$ cat config.mk
export PLATFORM = sky130hd
export DESIGN_NAME = pipe_ctrl_decoder
export DESIGN_NICKNAME = d
export VERILOG_FILES = /design/src/rtl/pipe_ctrl_decoder.sv
export SDC_FILE = /design/constraint.sdc
export NUM_CORES = 1
export LEC_CHECK = 0
export CAP_MARGIN = 20
export CORE_ASPECT_RATIO = 1.1
export CORE_MARGIN = 2
export CORE_UTILIZATION = 41
export CTS_CLUSTER_SIZE = 8
export DETAILED_ROUTE_END_ITERATION = 16
export GPL_TIMING_DRIVEN = 0
export PLACE_DENSITY = 0.74
export SYNTH_ARGS = -nofsm -noshare
export SYNTH_HDL_FRONTEND = slang
export SYNTH_SLANG_ARGS = --single-unit
$ cat constraint.sdc
create_clock -name clk -period 1.98 [get_ports clk]
set_input_delay 0.198 -clock clk [delete_from_list [all_inputs] [get_ports clk]]
set_output_delay 0.198 -clock clk [all_outputs]
set_load 0.03 [all_outputs]
$ cat src/rtl/pipe_ctrl_decoder.sv
// D-stage instruction decoder with an E-stage control register and a mult/div busy counter.
// StallMD holds back a D-stage mult/div or mflo/mfhi while the unit is busy.
module pipe_ctrl_decoder #(
    parameter int unsigned ALUOP_W = 4,
    parameter int unsigned MD_LAT  = 8
) (
    input  logic               clk,
    input  logic               reset,
    input  logic [5:0]         Op,
    input  logic [5:0]         Funct,
    input  logic               ValidD,
    input  logic               StallE,
    input  logic               FlushE,
    output logic               StallMD,
    output logic               ValidE,
    output logic               RegWriteE,
    output logic               MemtoRegE,
    output logic               MemWriteE,
    output logic               BranchE,
    output logic               BneE,
    output logic               JumpE,
    output logic               ALUSrcE,
    output logic               RegDstE,
    output logic               ZeroOrSignE,
    output logic               MulDivE,
    output logic               IllegalE,
    output logic [ALUOP_W-1:0] ALUOpE,
    output logic               MdBusy
);

    typedef struct packed {
        logic       valid;
        logic       regWrite;
        logic       memtoReg;
        logic       memWrite;
        logic       branch;
        logic       bne;
        logic       jump;
        logic       aluSrc;
        logic       regDst;
        logic       zeroOrSign;
        logic       mulDiv;
        logic       illegal;
        logic [3:0] aluOp;
    } ctrl_t;

    ctrl_t      dec;
    ctrl_t      ctrlD;
    ctrl_t      ctrlQ;
    logic       mdRead;
    logic       mdLoad;
    logic [5:0] mdCountD;
    logic [5:0] mdCountQ;

    always_comb begin
        dec = '0;
        case (Op)
            6'b000000: begin dec.regWrite = 1'b1; dec.regDst = 1'b1; end
            6'b000010: dec.jump = 1'b1;
            6'b000100: begin dec.branch = 1'b1; dec.aluOp = 4'b0111; end
            6'b000101: begin dec.branch = 1'b1; dec.bne = 1'b1; dec.aluOp = 4'b0111; end
            6'b001000, 6'b001001: begin
                dec.regWrite = 1'b1; dec.aluSrc = 1'b1; dec.aluOp = 4'b0001;
            end
            6'b001010: begin dec.regWrite = 1'b1; dec.aluSrc = 1'b1; dec.aluOp = 4'b0010; end
            6'b001011: begin dec.regWrite = 1'b1; dec.aluSrc = 1'b1; dec.aluOp = 4'b1010; end
            6'b001100: begin
                dec.regWrite = 1'b1; dec.aluSrc = 1'b1; dec.zeroOrSign = 1'b1;
                dec.aluOp = 4'b0011;
            end
            6'b001101: begin
                dec.regWrite = 1'b1; dec.aluSrc = 1'b1; dec.zeroOrSign = 1'b1;
                dec.aluOp = 4'b0100;
            end
            6'b001110: begin
                dec.regWrite = 1'b1; dec.aluSrc = 1'b1; dec.zeroOrSign = 1'b1;
                dec.aluOp = 4'b0101;
            end
            6'b001111: begin dec.regWrite = 1'b1; dec.aluSrc = 1'b1; dec.aluOp = 4'b0110; end
            6'b100011: begin
                dec.regWrite = 1'b1; dec.aluSrc = 1'b1; dec.memtoReg = 1'b1;
                dec.aluOp = 4'b1001;
            end
            6'b101011: begin dec.aluSrc = 1'b1; dec.memWrite = 1'b1; dec.aluOp = 4'b1000; end
            default:   dec.illegal = 1'b1;
        endcase
        // mult/multu/div/divu occupy funct 0110xx
        dec.mulDiv = (Op == 6'b000000) && (Funct[5:2] == 4'b0110);
    end

    assign mdRead  = (Op == 6'b000000) && ((Funct == 6'b010000) || (Funct == 6'b010010));
    assign MdBusy  = (mdCountQ != 6'd0);
    assign StallMD = ValidD & MdBusy & (dec.mulDiv | mdRead);

    always_comb begin
        ctrlD = '0;
        if (FlushE) begin
            ctrlD = '0;
        end else if (StallE) begin
            ctrlD = ctrlQ;
        end else if (StallMD) begin
            ctrlD = '0;
        end else if (ValidD) begin
            ctrlD       = dec;
            ctrlD.valid = 1'b1;
        end
    end

    assign mdLoad = ValidD & dec.mulDiv & ~FlushE & ~StallE & ~StallMD;

    always_comb begin
        mdCountD = mdCountQ;
        if (mdLoad) begin
            mdCountD = 6'(MD_LAT);
        end else if (mdCountQ != 6'd0) begin
            mdCountD = mdCountQ - 6'd1;
        end
    end

    always_ff @(posedge clk or posedge reset) begin
        if (reset) begin
            ctrlQ    <= '0;
            mdCountQ <= '0;
        end else begin
            ctrlQ    <= ctrlD;
            mdCountQ <= mdCountD;
        end
    end

    assign ValidE      = ctrlQ.valid;
    assign RegWriteE   = ctrlQ.regWrite;
    assign MemtoRegE   = ctrlQ.memtoReg;
    assign MemWriteE   = ctrlQ.memWrite;
    assign BranchE     = ctrlQ.branch;
    assign BneE        = ctrlQ.bne;
    assign JumpE       = ctrlQ.jump;
    assign ALUSrcE     = ctrlQ.aluSrc;
    assign RegDstE     = ctrlQ.regDst;
    assign ZeroOrSignE = ctrlQ.zeroOrSign;
    assign MulDivE     = ctrlQ.mulDiv;
    assign IllegalE    = ctrlQ.illegal;

    always_comb begin
        ALUOpE      = '0;
        ALUOpE[3:0] = ctrlQ.aluOp;
    end

endmodule

==> results.cfg, run 1 <==
[global_routing]
grt_overflow = 0
grt_use_total_pct = 20.5
grt_pass1_wl_um = 4800
grt_max_degree = 23
antenna_found_initial = 0
grt_pass1_vias = 1068

[die]
dieArea_um2 = 3220
die-width_um = 54.3
dieHeight_um = 59.3
ios = 35
rows = 20
start_util_pct = 42.2
coreArea_um2 = 2700

[cells_and_area]
area_delta_synth_final_pct = 50.3
n_antenna_cell = 0
fin_area_um2 = 1710
fin_nets = 180
drive_gt1_share_pct = 20.5
utilization_pct = 63.4

[timing]
worstMarginPinSlew_ns = 0.833
setup_tns_ns = -2.03
rsz0062_at_grt = yes
period_needed_ns = 2.22
drv_slew = 0
finClkSkew_ns = 0.00168
slew_headroom_pct = 44.4
postLayoutSetupSlackWorst_ns = -0.242
clock.fmax_mhz = 450
finalHoldViolCount = 0
fin_crit_sh_pct = 112
setup-violations-final = 15

[route]
ant_nets = 0
viasPerCell = 5.58
via_count = 1082
post-route-drc-count = 0
drt_wl_total_um = 2980
drt-initial-drc-count = 49
dr.pass1.iters = 4
wl_per_cell_um = 15.4

[power_and_ir_drop]
p_leak_uw = 0.000756
ir_drop_uv = 490
powerDensity_nw_per_um2 = 832
finalPower_uw = 1430

[placement]
dp_slack_ns = -0.601
hpwl_um = 1970
io_buffers = 33
dpl-instance-area_um2 = 1520
place_congestion = 0.870

[logic_synthesis]
synth_area_um2 = 1140
yosys.area.top_type_share_pct = 48.3
synth-edff-count = 0
syn_nets = 132
post-synth-top-count-cell = dfrtp_1
synth_cell_types = 34
syn_inst = 114
synth_warnings = 0
synth_area_leader_cell = dfrtp_1
synth_common_cells = dfrtp_1 (22), nand2_1 (9), o21ai_0 (8), a22o_1 (7)
ys.flop_type = dfrtp_1
yosysSeqAreaShare_pct = 48.3
async_flop_share_pct = 100
avgSynthCellArea_um2 = 10.0
yosys-top-cells-area = dfrtp_1 (48%), a22o_1 (5.4%), a32o_1 (5.3%)
ys_ff_latch = 22

[worst_setup_path]
worstSetupPathType = reg2out
required_ns = 1.78
crit_path_max_fanout = 3
critPathCaptureType = primary output
critPathLaunchType = flip-flop
cp.arrival_ns = 2.02

[cts]
clk_latency_ns = 0.31
cts_num_sinks = 22
cts-root-buf = clkbuf_4
cts_max_level = 1
path_clk_slew_ns = 0.12
cts_buffer_depth = 2
holdBufCountCts = 0
cts_buffers = 3
cts_tree = built

[worst_hold_path]
min_path_type = in2async

[run_status]
violations = setup timing
status = complete, but fails checks

[flow_run]
maxCapViolations = 0
## path summary, 6_finish.rpt
kind	cells past startpoint	slack, ns	endpoint	startpoint
setup / recovery	7	-0.24	StallMD	mdCountQ[0]$_DFFE_PP0P_
hold / removal	2	0.34	mdCountQ[4]$_DFFE_PP0P_	reset
setup reg to reg	8	-0.17	ALUOpE[1]$_DFFE_PP0P_	mdCountQ[0]$_DFFE_PP0P_
hold reg to reg	1	0.51	RegDstE$_DFFE_PP0P_	RegDstE$_DFFE_PP0P_
max in group asynchronous	2	1.13	ALUOpE[0]$_DFFE_PP0P_	reset
min in group clk	1	0.51	RegDstE$_DFFE_PP0P_	RegDstE$_DFFE_PP0P_
## state kept, by name, indices dropped and copies added, names as in the netlist
signal / flops
mdCountQ: 6
ALUOpE: 4
ALUSrcE: 1
BneE: 1
BranchE: 1
IllegalE: 1
JumpE: 1
MemWriteE: 1
MemtoRegE: 1
MulDivE: 1
RegDstE: 1
RegWriteE: 1
ValidE: 1
ZeroOrSignE: 1
## kinds of logic (layout without fill, tap and decap cells)
group | Yosys count | count (layout) | share of synthesized area, %
simple gates | 42 | 42 | 19.9
compound gates | 31 | 31 | 21.2
flops | 22 | 22 | 48.3
buf+inv | 14 | 61 | 5.93
mux | 3 | 3 | 2.85
fa+ha+maj | 1 | 1 | 1.10
xor+xnor | 1 | 1 | 0.769
## area by class of cell
type                    instances  area, um^2
multi-input cells              78         589
inverters                       6        22.5
flip-flops and latches         22         551
well taps                      33        41.3
clock buffers                   3        22.5
fillers                       235         990
repair buffers                 44         423
plain buffers                   7        33.8
clock inverters                 1        30.0
## per-stage QoR
step / hold slack [ns] / std cells
after CTS: 0.376 / 194
after floorplan: 0.187 / 114
after detailed placement: 0.480 / 180
final: 0.342 / 194
after global placement: 0.464 / 180
after global routing: 0.426 / 194
## cell usage in the layout, fill, tap and decap left out, drive strengths merged
master          n
a2bb2oi         1
nor2b           2
dfrtp          22
mux2i           1
a32o            6
inv             6
nand2b          5
mux2            2
nor3            4
a21oi           3
a41oi           1
xnor2           1
a22o            7
nand3           3
o21bai          1
a211oi          1
o21ai           8
nor3b           2
nand4           1
buf            14
or3             2
and3            2
bufinv          1
nor4b           1
ha              1
nor4            2
o41ai           1
a21o            1
nor2            6
clkdlybuf4s50  31
or3b            2
a211o           1
or2             1
nand2           9
clkbuf          9
## per-layer routing
metal | part of all wire, % | wire [um] | GRT usage (%)
met1 | 44 | 1310 | 26.9
met2 | 51 | 1500 | 35.1
met3 | 4.7 | 140 | 2.53
met4 | 0.74 | 22 | 5.71
met5 | 0 | 0 | 0
## critical path, cell delays in order (launching register included)
cell and delay, ns:
dfrtp_1 0.43, inv_2 0.09, ha_4 0.14, or3b_4 0.38, or3_4 0.36, nand4_1 0.13, inv_1 0.06, buf_6 0.13
## what timing repair did
| item | in CTS | in global routing |
|---|---|---|
| gates resized for setup | 24 | 3 |
| pin swaps | 4 | 3 |
| cloned | 1 | 0 |
| endpoints found under the setup margin | 17 | 18 |
| setup buffers | 9 | 1 |
| endpoints found under the hold margin | 0 | 0 |
## power breakdown
group          internal [uW]  total, uW  switching [uW]
combinational            270        503             233
sequential               519        578            59.0
clock                    205        345             140
total                    993       1430             432
No activity file was read; power rests on OpenSTA's default activity.
==> inputs of run 2 (changes only) <==
Settings changed: CAP_MARGIN 20 to not set.
==> results of run 2 <==
No change in the layout: final DEF, timing and power equal those of run 1.
